<file path="src/rtl/bringup_pinwalk.sv">
// Board bring-up pin walker: drives walking-one/zero, all-toggle or binary-count
// patterns onto a bank of pins, advanced by a prescaler or by single-step requests.
module bringup_pinwalk #(
    parameter int WIDTH           = 15,
    parameter int CLOCKS_PER_STEP = 6000000,
    localparam int IDXW           = (WIDTH > 1) ? $clog2(WIDTH) : 1
) (
    input  logic             clock,
    input  logic             reset_n,
    input  logic [1:0]       mode,
    input  logic             hold,
    input  logic             step,
    output logic [WIDTH-1:0] pins,
    output logic [IDXW-1:0]  index,
    output logic             step_pulse,
    output logic             wrap,
    output logic             led_a,
    output logic             led_b
);

    localparam int PSW = (CLOCKS_PER_STEP > 2) ? $clog2(CLOCKS_PER_STEP) : 1;

    typedef enum logic [1:0] {
        MODE_WALK1  = 2'd0,
        MODE_WALK0  = 2'd1,
        MODE_TOGGLE = 2'd2,
        MODE_COUNT  = 2'd3
    } mode_e;

    logic [PSW-1:0]   prescaler;
    logic             step_q;
    mode_e            mode_q;
    logic             phase;
    logic [WIDTH-1:0] count;

    logic             tick;
    logic             advance;
    logic             restart;
    logic [IDXW-1:0]  index_nx;
    logic             phase_nx;
    logic [WIDTH-1:0] count_nx;
    logic             wrap_nx;

    function automatic logic [WIDTH-1:0] pattern(input mode_e m, input logic [IDXW-1:0] idx,
                                                 input logic ph, input logic [WIDTH-1:0] cnt);
        logic [WIDTH-1:0] onehot;
        onehot = {{(WIDTH-1){1'b0}}, 1'b1} << idx;
        case (m)
            MODE_WALK1:  pattern = onehot;
            MODE_WALK0:  pattern = ~onehot;
            MODE_TOGGLE: pattern = {WIDTH{ph}};
            default:     pattern = cnt;
        endcase
    endfunction

    always_comb begin
        tick     = !hold && (prescaler == PSW'(CLOCKS_PER_STEP - 1));
        advance  = tick || (hold && step && !step_q);
        restart  = (mode_e'(mode) != mode_q);
        index_nx = (index == IDXW'(WIDTH - 1)) ? '0 : index + 1'b1;
        phase_nx = ~phase;
        count_nx = count + 1'b1;
        case (mode_q)
            MODE_TOGGLE: wrap_nx = phase;
            MODE_COUNT:  wrap_nx = &count;
            default:     wrap_nx = (index == IDXW'(WIDTH - 1));
        endcase
    end

    // Next-state values feed the pin pattern directly so step_pulse lines up with new pins.
    always_ff @(posedge clock or negedge reset_n) begin
        if (!reset_n) begin
            prescaler  <= '0;
            step_q     <= 1'b0;
            mode_q     <= MODE_WALK1;
            phase      <= 1'b0;
            count      <= '0;
            index      <= '0;
            pins       <= {{(WIDTH-1){1'b0}}, 1'b1};
            step_pulse <= 1'b0;
            wrap       <= 1'b0;
            led_a      <= 1'b0;
            led_b      <= 1'b1;
        end else begin
            step_q <= step;
            if (restart) begin
                prescaler  <= '0;
                mode_q     <= mode_e'(mode);
                phase      <= 1'b0;
                count      <= '0;
                index      <= '0;
                pins       <= pattern(mode_e'(mode), '0, 1'b0, '0);
                step_pulse <= 1'b0;
                wrap       <= 1'b0;
                led_a      <= 1'b0;
                led_b      <= 1'b1;
            end else begin
                if (!hold) begin
                    prescaler <= tick ? '0 : prescaler + 1'b1;
                end
                step_pulse <= advance;
                wrap       <= advance && wrap_nx;
                if (advance) begin
                    index <= index_nx;
                    phase <= phase_nx;
                    count <= count_nx;
                    led_a <= phase_nx;
                    led_b <= ~phase_nx;
                    pins  <= pattern(mode_q, index_nx, phase_nx, count_nx);
                end
            end
        end
    end

endmodule

</file>
<file path="config.mk">
export PLATFORM = sky130hd
export DESIGN_NAME = bringup_pinwalk
export DESIGN_NICKNAME = d
export VERILOG_FILES = /design/src/rtl/bringup_pinwalk.sv
export SDC_FILE = /design/constraint.sdc
export NUM_CORES = 1
export LEC_CHECK = 0
export CAP_MARGIN = 0
export CORE_MARGIN = 2
export CORE_UTILIZATION = 50
export DETAILED_ROUTE_END_ITERATION = 6
export GPL_TIMING_DRIVEN = 0
export PLACE_DENSITY = 0.73
export SLEW_MARGIN = 0
export SYNTH_ARGS = -nofsm -noshare
export SYNTH_HDL_FRONTEND = slang
export SYNTH_SLANG_ARGS = --single-unit
</file>
<file path="constraint.sdc">
create_clock -name clock -period 2.3 [get_ports clock]
set_input_delay 0.345 -clock clock [delete_from_list [all_inputs] [get_ports clock]]
set_output_delay 0.345 -clock clock [all_outputs]
set_load 0.005 [all_outputs]
</file>
# Word-level counts from Yosys, hierarchy flattened
# Cells that the tools add are included.
[totals]
ff_bits = 64
latchBits = 0
ramBits = 0
romBits = 0
in_bits = 6
out_inout_bits = 23
elab_cells = 54
memories = 0
[classes]
n_addsub = 3
n_mul = 0
div = 0
order_cmp = 0
eq_ne = 8
shift = 1
n_mux = 19
bitwise_logic = 2
n_reduce_logical = 11
[op_table]
columns = ["operator", "n"]
rows = [
  ["2-to-1 mux 23 bit", 3],
  ["2-to-1 mux 15 bit", 4],
  ["one-hot mux 15 bit (3 select lines)", 1],
  ["one-hot mux 15 bit (2 select lines)", 1],
  ["adder 23 x 1 -> 23 bit (second input constant)", 1],
  ["== test 23 bit (second input constant)", 1],
  ["adder 15 x 1 -> 15 bit (second input constant)", 1],
  ["NOT 15 bit", 1],
  ["AND reduction 15 bit", 1],
  ["left shift 1 x 4 -> 15 bit (first input constant)", 1],
  ["2-to-1 mux 4 bit", 3],
  ["2-to-1 mux 1 bit", 6],
  ["adder 4 x 1 -> 4 bit (second input constant)", 1],
  ["== test 2 x 1 -> 1 bit (second input constant)", 2],
  ["== test 2 bit (second input constant)", 2],
  ["== test 4 bit (second input constant)", 1],
  ["logical AND 1 bit", 4],
  ["logical NOT 2 bit", 2],
  ["logical NOT 1 bit", 2],
  ["!= test 2 x 1 -> 1 bit (second input constant)", 1],
  ["!= test 2 bit", 1],
  ["one-hot mux 1 bit (2 select lines)", 1],
  ["nonzero test 2 bit", 1],
  ["logical OR 1 bit", 1],
  ["NOT 1 bit", 1],
]

# Logic depth before layout (Yosys ltp)
# Gate-level depths: netlist of the first run.
[logic_depth]
depth_word = 7
depth_mapped = 8
ltp_nobuf = 6

# Worst setup path before layout of the first run
# OpenSTA, ideal clock, no wires.
[synth_path]
kind = "reg-to-reg"
start = "register prescaler[13]"
end = "register count[7]"
setup_time_ns = 0.066
arrival_time_ns = 2.128
required_time_ns = 2.234
path_slack_ns = 0.106
stages_incl_launch_ff = 8
n_path_buf = 2
cell_sequence = "dfrtp_1 buf_6 or4b_4 nor4_4 a21oi_2 clkbuf_2 or4_1 nand2_1"
[synth_between]
elab_chain_cells = 4
[synth_rtl]
columns = ["item", "line", "rtl"]
rows = [
  ["start: declaration", "30", "logic [PSW-1:0] prescaler;"],
  ["start signal: assignment", "99", "prescaler <= tick ? '0 : prescaler + 1'b1;"],
  ["== test 23 bit", "57", "tick = !hold && (prescaler == PSW'(CLOCKS_PER_STEP - 1));"],
  ["logical AND 1 bit", "57", ""],
  ["logical OR 1 bit", "58", "advance = tick || (hold && step && !step_q);"],
  ["nonzero test 2 bit (no line)", "n/a", ""],
  ["end signal: assignment", "106", "count <= count_nx;"],
  ["end: declaration", "34", "logic [WIDTH-1:0] count;"],
]
# Every way passes these cells.
# A chain may end at the register's enable or synchronous reset.

# Worst setup path after layout of the first run
[layout_path]
start = "register prescaler[13]"
end = "register count[14]"
# The elaborated chain is that of the path after synthesis.

==> impl_metrics.ini, run 1 <==
[min_path]
hold_path_class = input port to async pin

[global_route]
grt_usage_pct = 23.8
use_met2_pct = 40.6
gr-total-overflow = 0
grt_pass1_wl_um = 15800
busiest_layer = met2
antenna_found_initial = 0
grt_pass1_vias = 3255
grt_max_degree = 34
met1_usage_pct = 30.3
gr-usage-met3_pct = 3.24

[sta]
finalCriticalPeriod_ps = 2340
rsz0062_at_grt = yes
period_share_pct = 102
worst_slack_ps = -38.6
worstMarginPinSlew_ps = 895
finClkSkew_ps = 9.84
slew_headroom_pct = 40.1
drv_slew = 0
finalSetupViolCount = 5
fmax_mhz = 428
hold_violations = 0

[layout]
nets = 482
drive_above_1_share_pct = 15.9
nFillCells = 625
seq_area_mm2 = 0.00161
fin_area_mm2 = 0.00467
n_antenna_cell = 0
area_delta_synth_final_pct = 22.8
multi_input_area_mm2 = 0.00214
stdcell_count = 578

[yosys]
netlist-cell-type-count = 57
synth_top_area_cell = dfrtp_1
syn_nets = 434
ys_top_cells_by_count = dfrtp_1 (62), nand2_1 (38), nor2_1 (36)
async_reset_ff_share_pct = 100
synth.most_common_cell = dfrtp_1
synthTopCellsByArea = dfrtp_1 (41%), xor2_1 (6.9%), a21oi_1 (3.9%)
synth_warnings = 0
synth_top_area_share_pct = 40.8
yosys_most_used_dff = dfrtp_1
synth-edff-count = 0
syn-cell-area_mm2 = 0.00380
syn_avg_cell_area_um2 = 8.92
yosysSeqAreaShare_pct = 42.2
ys_ff_latch = 64
postSynthCellCount = 426

[setup_path]
crit_chain = buf_6 > or4b_4 > nor4_4 > a21oi_4 > buf_2 > or4_1 > nand2_1
reg2reg_to = count[14]
crit_path_start_kind = register
cp-end-kind = register
reg2reg_slack_ps = -40
cp.depth = 7
path_buf_inv = 2
crit_family = simple AND/OR/NAND/NOR gates
critPathArrivalTime_ps = 2630
path_class = register to register
reg2reg_from = prescaler[13]
crit_required_ps = 2590
cpPeakStageDelay_ps = 500
slowest_stage = or4b_4
worst-path-max-fanout = 7
reg2regPathDepth = 7

[placement]
dp_hpwl_um = 6710
placedCellCount = 552
place_area_mm2 = 0.00420
place_congestion = 0.924
port_buffers = 26

[clocking]
cts.sinks = 64
clock_path_buffers = 2
numCtsBuffers = 9
cts_tree = yes
htreeDepth = 3
clkTransAtPathRegs_ps = 80
clk_latency_ps = 360
cts_root_buf = clkbuf_8

[detailed_routing]
drt_wl_total_um = 9710
num_vias = 3431
drt_pre_antenna_iters = 5
wl_per_cell_um = 16.8
drc = 0
ant_nets = 0
viasPerCell = 5.94
first_iter_violations = 230

[floorplanning]
rows = 31
start_util_pct = 52.1
die_h_um = 91.2
die_area_mm2 = 0.00832
die_w_um = 91.2
io_pins = 29
core_mm2 = 0.00729

[run]
maxCapViolCount = 0

[pwr]
leakage_nw = 1.80
max-vdd-ir-drop_uv = 352
powerDensity_mw_per_mm2 = 576
power_mw = 2.69

[outcome]
status = complete, but fails checks
violations = setup timing
[placed cells by master, fill, tap and decap left out, types with 3 or more instances in the layout]
master           synthesis  final
clkdlybuf4s50_1          0     25
xnor2_1                 13     13
and3_1                  10      9
a21oi_2                  1      5
or4_1                    8      7
o31ai_2                  0      3
o221a_2                  5      5
nand2_1                 38     35
clkbuf_1                23     19
o22a_1                   9      9
buf_1                    4      3
and2_1                   4      3
nor3_1                  11     10
o21ai_2                  0      3
buf_6                    1      9
a211oi_1                 6      6
inv_1                    8      8
nand2b_1                 3      3
o21ai_0                 22     12
dfrtp_1                 62     60
nand4_1                 14     14
a31oi_1                  4      3
nor2_1                  36     35
a21oi_1                 30     25
xor2_1                  30     30
or3_1                   14     14
nand4b_1                 3      3
o22ai_1                  3      3
nand3_1                 15     15
o21ai_1                  0      7
o211ai_1                 4      4
nor4b_1                  4      4
buf_4                    0     10
clkbuf_8                 0     10
[how the worst max path moves through the flow]
| stage | startpoint | slack (ps) | to |
|---|---|---|---|
| final | prescaler[13] | -40 | count[14] |
| after global routing | prescaler[13] | -160 | count[7] |
| after CTS | prescaler[13] | 1 | count[3] |
| after detailed placement | mode[0] | -410 | pins[9] |
| after global placement | reset_n | -1150 | prescaler[21] |
| after floorplan | prescaler[13] | 110 | count[7] |
[metrics by stage]
| stage | util, % | setup TNS (ps) | setup WS [ps] | hold slack (ps) |
|---|---|---|---|---|
| 6_report | 64.0 | -74.0 | -38.6 | 39.1 |
| 5_1_grt | 64.0 | -3130 | -158 | 95.6 |
| 4_1_cts | 61.1 | 0 | 1.05 | 63.8 |
| 3_5_place_dp | 57.6 | -11830 | -409 | 440 |
| 3_3_place_gp | 57.4 | -83230 | -1150 | 496 |
| 2_1_floorplan | - | 0 | 106 | 49.4 |
[routing by layer]
metal	routed length [µm]	vias to the layer above
met1	4240	1685
li1	-	1646
met4	246	0
met5	0	-
met2	4820	79
met3	396	21
[where the power goes]
group	total [mW]	switching, mW	internal, mW
clock	1.11	0.469	0.638
combinational	0.379	0.199	0.180
sequential	1.20	0.0305	1.17
total	2.69	0.698	1.99
[what timing repair did]
action | CTS | global route
buffers inserted | 1 | 10
cloned | 0 | 2
resized for setup | 9 | 55
pin swaps | 2 | 11
hold buffers | 0 | 0
endpoints found under the setup margin | 43 | 49
[cell type report]
cell class / count / area share [%]
Multi-Input combinational cell: 322 / 46.0
Sequential cell: 64 / 34.4
Timing Repair Buffer: 40 / 8.10
Buffer: 29 / 3.49
Clock buffer: 11 / 3.03
Tap cell: 99 / 2.65
Clock inverter: 5 / 1.72
Inverter: 8 / 0.643
[worst register-to-register path, delay by kind of cell, from the launching register on]
kind,cells,cell delay (ps)
AO/OA/AOI/OAI,1,170
buffers and inverters,2,320
flip-flops,1,380
AND/OR/NAND/NOR,4,1420
[logic make-up (layout without fill, tap and decap cells)]
group | after synthesis | count (layout) | share of synthesized area [%]
compound gates | 95 | 95 | 16.2
xor+xnor | 43 | 43 | 9.91
fa+ha+maj | 2 | 2 | 0.658
buf+inv | 40 | 93 | 4.28
flops | 64 | 64 | 42.2
mux | 2 | 2 | 0.560
simple gates | 180 | 180 | 26.2
[flip-flops by register name, summed over array words and instances, names as in the netlist, 2 cells and up]
register   count
pins          15
mode_q         2
prescaler     23
index          4
count         15
No activity file was read; power rests on OpenSTA's default activity.
==> run 2, diff against run 1 <==
--- a/config.mk
+++ b/config.mk
@@ -11,7 +11,7 @@
 export DETAILED_ROUTE_END_ITERATION = 6
 export GPL_TIMING_DRIVEN = 0
 export PLACE_DENSITY = 0.73
-export SLEW_MARGIN = 0
+export SLEW_MARGIN = 30
 export SYNTH_ARGS = -nofsm -noshare
 export SYNTH_HDL_FRONTEND = slang
 export SYNTH_SLANG_ARGS = --single-unit
==> impl_metrics.ini, run 2 (same netlist as run 1, synthesis figures left out) <==
[placement]
port_buffers = 26
place_congestion = 0.924
dp_hpwl_um = 6670

[floorplanning]
die_w_um = 91.2
start_util_pct = 52.1
die_h_um = 91.2
die_area_mm2 = 0.00832
core_mm2 = 0.00729
rows = 31
io_pins = 29

[detailed_routing]
wl_per_cell_um = 16.3
num_vias = 3408
drt_pre_antenna_iters = 5
drt_wl_total_um = 9270
drc = 0
ant_nets = 0
first_iter_violations = 205
viasPerCell = 5.99

[outcome]
status = finished, final reports clean

[layout]
final_common_cell = dfrtp_1
reg_top3 = prescaler x23, count x15, pins x15
final_cell_mix = dfrtp_1 (60), nand2_1 (37), nor2_1 (36)
n_antenna_cell = 0
drive_above_1_share_pct = 13.8
area_delta_synth_final_pct = 20.5
regMostFlops = prescaler
nets = 473
largest_register_ffs = 23

[global_route]
antenna_found_initial = 0
grt_max_degree = 34
grt_usage_pct = 23.4
grt_pass1_wl_um = 15700
grt_pass1_vias = 3219
gr-total-overflow = 0

[min_path]
hold_path_class = input port to register

[sta]
worstMarginPinSlew_ps = 871
finalSetupViolCount = 0
tns_ps = 0
hold_slack_ps = 377
drv_slew = 0
hold_violations = 0
slew_headroom_pct = 41.7
fmax_mhz = 436
finalCriticalPeriod_ps = 2290
period_share_pct = 99.6
finClkSkew_ps = 7.69
rsz0062_at_grt = yes

[clocking]
cts.sinks = 64
clk_latency_ps = 340
htreeDepth = 3
cts_tree = yes
numCtsBuffers = 9
cts_root_buf = clkbuf_8
clkTransAtPathRegs_ps = 70
clock_path_buffers = 2

[pwr]
max-vdd-ir-drop_uv = 372
leakage_nw = 1.75
powerDensity_mw_per_mm2 = 575
power_mw = 2.63

[run]
maxCapViolCount = 0

[setup_path]
crit_path_start_kind = register
worst-path-max-fanout = 7
critPathArrivalTime_ps = 2570
slowest_stage = or4b_4
crit_chain = buf_6 > or4b_4 > nor4_4 > a21oi_4 > buf_2 > or4_1 > nand2_1
cpPeakStageDelay_ps = 500
path_class = register to register
crit_required_ps = 2580
cp-end-kind = register
reg2reg_slack_ps = 8
-- run 2: critical path: cells and delay by family (launching register included) --
| kind | cells | cell delay (ps) |
|---|---|---|
| simple gates | 4 | 1370 |
| compound gates | 1 | 160 |
| buf+inv | 2 | 320 |
| flops | 1 | 370 |
-- run 2: cell type report --
type                    count  area [µm²]
plain buffers              28         145
clock buffers              11         141
clock inverters             5        80.1
fillers                   641        2710
inverters                   8        30.0
multi-input cells         322        2140
flip-flops and latches     64        1610
well taps                  99         124
repair buffers             32         315
-- run 2: report_power, final --
part           switching (mW)  internal [mW]
registers              0.0292           1.17
clock network           0.435          0.638
logic                   0.191          0.164
total                   0.656           1.98
-- run 2: path summary, 6_finish.rpt --
path                                     from   endpoint  cells after the start
worst max-delay path            prescaler[13]  count[14]                      7
worst min-delay path                  mode[1]  mode_q[1]                      2
worst max register to register  prescaler[13]  count[14]                      7
worst min register to register        pins[7]    pins[7]                      1
max in group asynchronous             reset_n      led_b                      3
min in group asynchronous             reset_n   count[8]                      2
-- run 2: metal layers --
layer | track usage, % | vias up | share of wire (%)
met5 | 0 | - | 0
met4 | 7.20 | 0 | 1.9
met3 | 4.81 | 18 | 5.1
met2 | 39.4 | 106 | 50
met1 | 30.4 | 1657 | 43
li1 | - | 1627 | -
-- run 2: per-stage QoR --
step | setup WS [ps] | utilization, % | cells | instance area, µm²
2_1_floorplan | 106 | - | 426 | 3800
6_report | 8.35 | 62.8 | 569 | 4580
4_1_cts | 2.24 | 61.3 | 569 | 4470
3_5_place_dp | -434 | 57.7 | 552 | 4210
3_3_place_gp | -1150 | 57.4 | 551 | 4190
5_1_grt | -93.9 | 62.8 | 569 | 4580
-- run 2: repair_timing --
item,4_1_cts,5_1_grt
endpoints found under the setup margin,37,49
setup buffers,1,2
hold endpoints to repair,30,0
pin swaps,2,9
gates resized for setup,9,42
cloned,0,1
hold buffers,1,0
==> run 3, diff against run 2 <==
--- a/config.mk
+++ b/config.mk
@@ -9,8 +9,9 @@
 export CORE_MARGIN = 2
 export CORE_UTILIZATION = 50
 export DETAILED_ROUTE_END_ITERATION = 6
+export DONT_BUFFER_PORTS = 1
 export GPL_TIMING_DRIVEN = 0
-export PLACE_DENSITY = 0.73
+export PLACE_DENSITY = 0.68
 export SLEW_MARGIN = 30
 export SYNTH_ARGS = -nofsm -noshare
 export SYNTH_HDL_FRONTEND = slang
==> impl_metrics.ini, run 3 (same netlist as run 1, synthesis figures left out) <==
[setup_path]
worst-path-max-fanout = 8
path_buf_inv = 2
cp-end-kind = register
crit_required_ps = 2600
slowest_stage = or4b_4
critPathArrivalTime_ps = 2590
cpPeakStageDelay_ps = 500
crit_path_start_kind = register
crit_family = simple AND/OR/NAND/NOR gates
crit_chain = buf_6 > or4b_4 > nor4_4 > a21oi_4 > buf_8 > or4_1 > nand2_1
path_class = register to register

[global_route]
grt_pass1_vias = 3071
antenna_found_initial = 0
grt_usage_pct = 23.7
grt_pass1_wl_um = 15500
grt_max_degree = 65
gr-total-overflow = 0

[floorplanning]
start_util_pct = 52.1
die_h_um = 91.2
rows = 31
core_mm2 = 0.00729
die_area_mm2 = 0.00832
io_pins = 29
die_w_um = 91.2

[clocking]
clock_path_buffers = 2
clk_latency_ps = 360
cts_root_buf = clkbuf_8
cts.sinks = 64
numCtsBuffers = 9
clkTransAtPathRegs_ps = 70
htreeDepth = 3
cts_tree = yes

[layout]
multi_input_area_mm2 = 0.00216
area_delta_synth_final_pct = 15.8
nets = 453
nFillCells = 676
regMostFlops = prescaler
largest_register_ffs = 23
final_core_util_pct = 60.4
seq_area_mm2 = 0.00161
fin_area_mm2 = 0.00440
reg_top3 = prescaler x23, count x15, pins x15
n_antenna_cell = 0
stdcell_count = 549
final_cell_mix = dfrtp_1 (60), nand2_1 (36), nor2_1 (36)
final_common_cell = dfrtp_1
drive_above_1_share_pct = 16.7

[detailed_routing]
num_vias = 3314
wl_per_cell_um = 17.6
ant_nets = 0
first_iter_violations = 162
drt_wl_total_um = 9670
drc = 0
drt_pre_antenna_iters = 4
viasPerCell = 6.04

[sta]
hold_slack_ps = 79.8
finalSetupViolCount = 0
finClkSkew_ps = 12.1
slew_headroom_pct = 41.4
finalCriticalPeriod_ps = 2290
drv_slew = 0
fmax_mhz = 437
hold_violations = 0
period_share_pct = 99.4
rsz0062_at_grt = yes
tns_ps = 0
worstMarginPinSlew_ps = 875

[pwr]
leakage_nw = 1.70
powerDensity_mw_per_mm2 = 584
max-vdd-ir-drop_uv = 260

[placement]
dp_hpwl_um = 6580
place_congestion = 0.903
port_buffers = 0
placedCellCount = 525
place_area_mm2 = 0.00393

[outcome]
status = finished, final reports clean

[run]
maxCapViolCount = 0

[min_path]
hold_path_class = input port to register
[run 3: changes by cell type in the layout (fill, tap and decap cells not counted), moves of 3 or more]
| cell | delta |
|---|---|
| o21ai_2 | +3 |
| o21ai_1 | -6 |
| clkdlybuf4s50_1 | -25 |
| or3_1 | -3 |
| o21ai_0 | +4 |
| or3_4 | +3 |
| buf_4 | +5 |
[run 3: power by group]
group          switching (mW)  internal, mW  total (mW)
Clock                   0.475         0.611        1.09
Combinational           0.173        0.0985       0.272
Sequential             0.0390          1.17        1.21
[run 3: metrics by stage]
stage / worst slack (ps) / power, mW
final: 13.0 / 2.57
after global routing: -70.5 / 2.67
after CTS: 14.5 / 2.57
after detailed placement: -238 / 1.46
after global placement: -176 / 1.45
after floorplan: 106 / 1.39
[run 3: timing repair]
action,CTS,global route
endpoints found under the setup margin,38,49
gates cloned,1,1
pin swaps,4,25
hold buffers,2,1
resized for setup,11,46
hold endpoints to repair,64,1
buffers inserted,0,7
[run 3: final cells by class]
type,instances,share of cell area [%]
plain buffers,28,3.38
repair buffers,12,2.70
inverters,8,0.682
clock buffers,9,2.81
well taps,99,2.81
flip-flops and latches,64,36.5
clock inverters,7,2.16
multi-input cells,322,49.0
[run 3: worst register-to-register path, delay by kind of cell, from the launching register on]
family / cells / cell delay, ps
compound gates: 1 / 180
buf+inv: 2 / 300
flops: 1 / 380
simple gates: 4 / 1370
[run 3: routing by layer]
layer | track usage [%] | vias up | part of all wire [%]
met2 | 38.5 | 69 | 49
met5 | 0 | - | 0
li1 | - | 1591 | -
met3 | 5.23 | 21 | 4.1
met1 | 30.2 | 1633 | 44
met4 | 11.0 | 0 | 3.2
[run 3: path summary, 6_finish.rpt]
check / from / to / slack, ps / cells past startpoint
min in group asynchronous: reset_n / count[12] / 540 / 2
hold reg to reg: pins[8] / pins[8] / 550 / 1
max in group asynchronous: reset_n / led_b / 1420 / 2
setup / recovery: prescaler[13] / count[14] / 10 / 7
setup reg to reg: prescaler[13] / count[14] / 10 / 7
hold / removal: mode[0] / mode_q[0] / 80 / 1
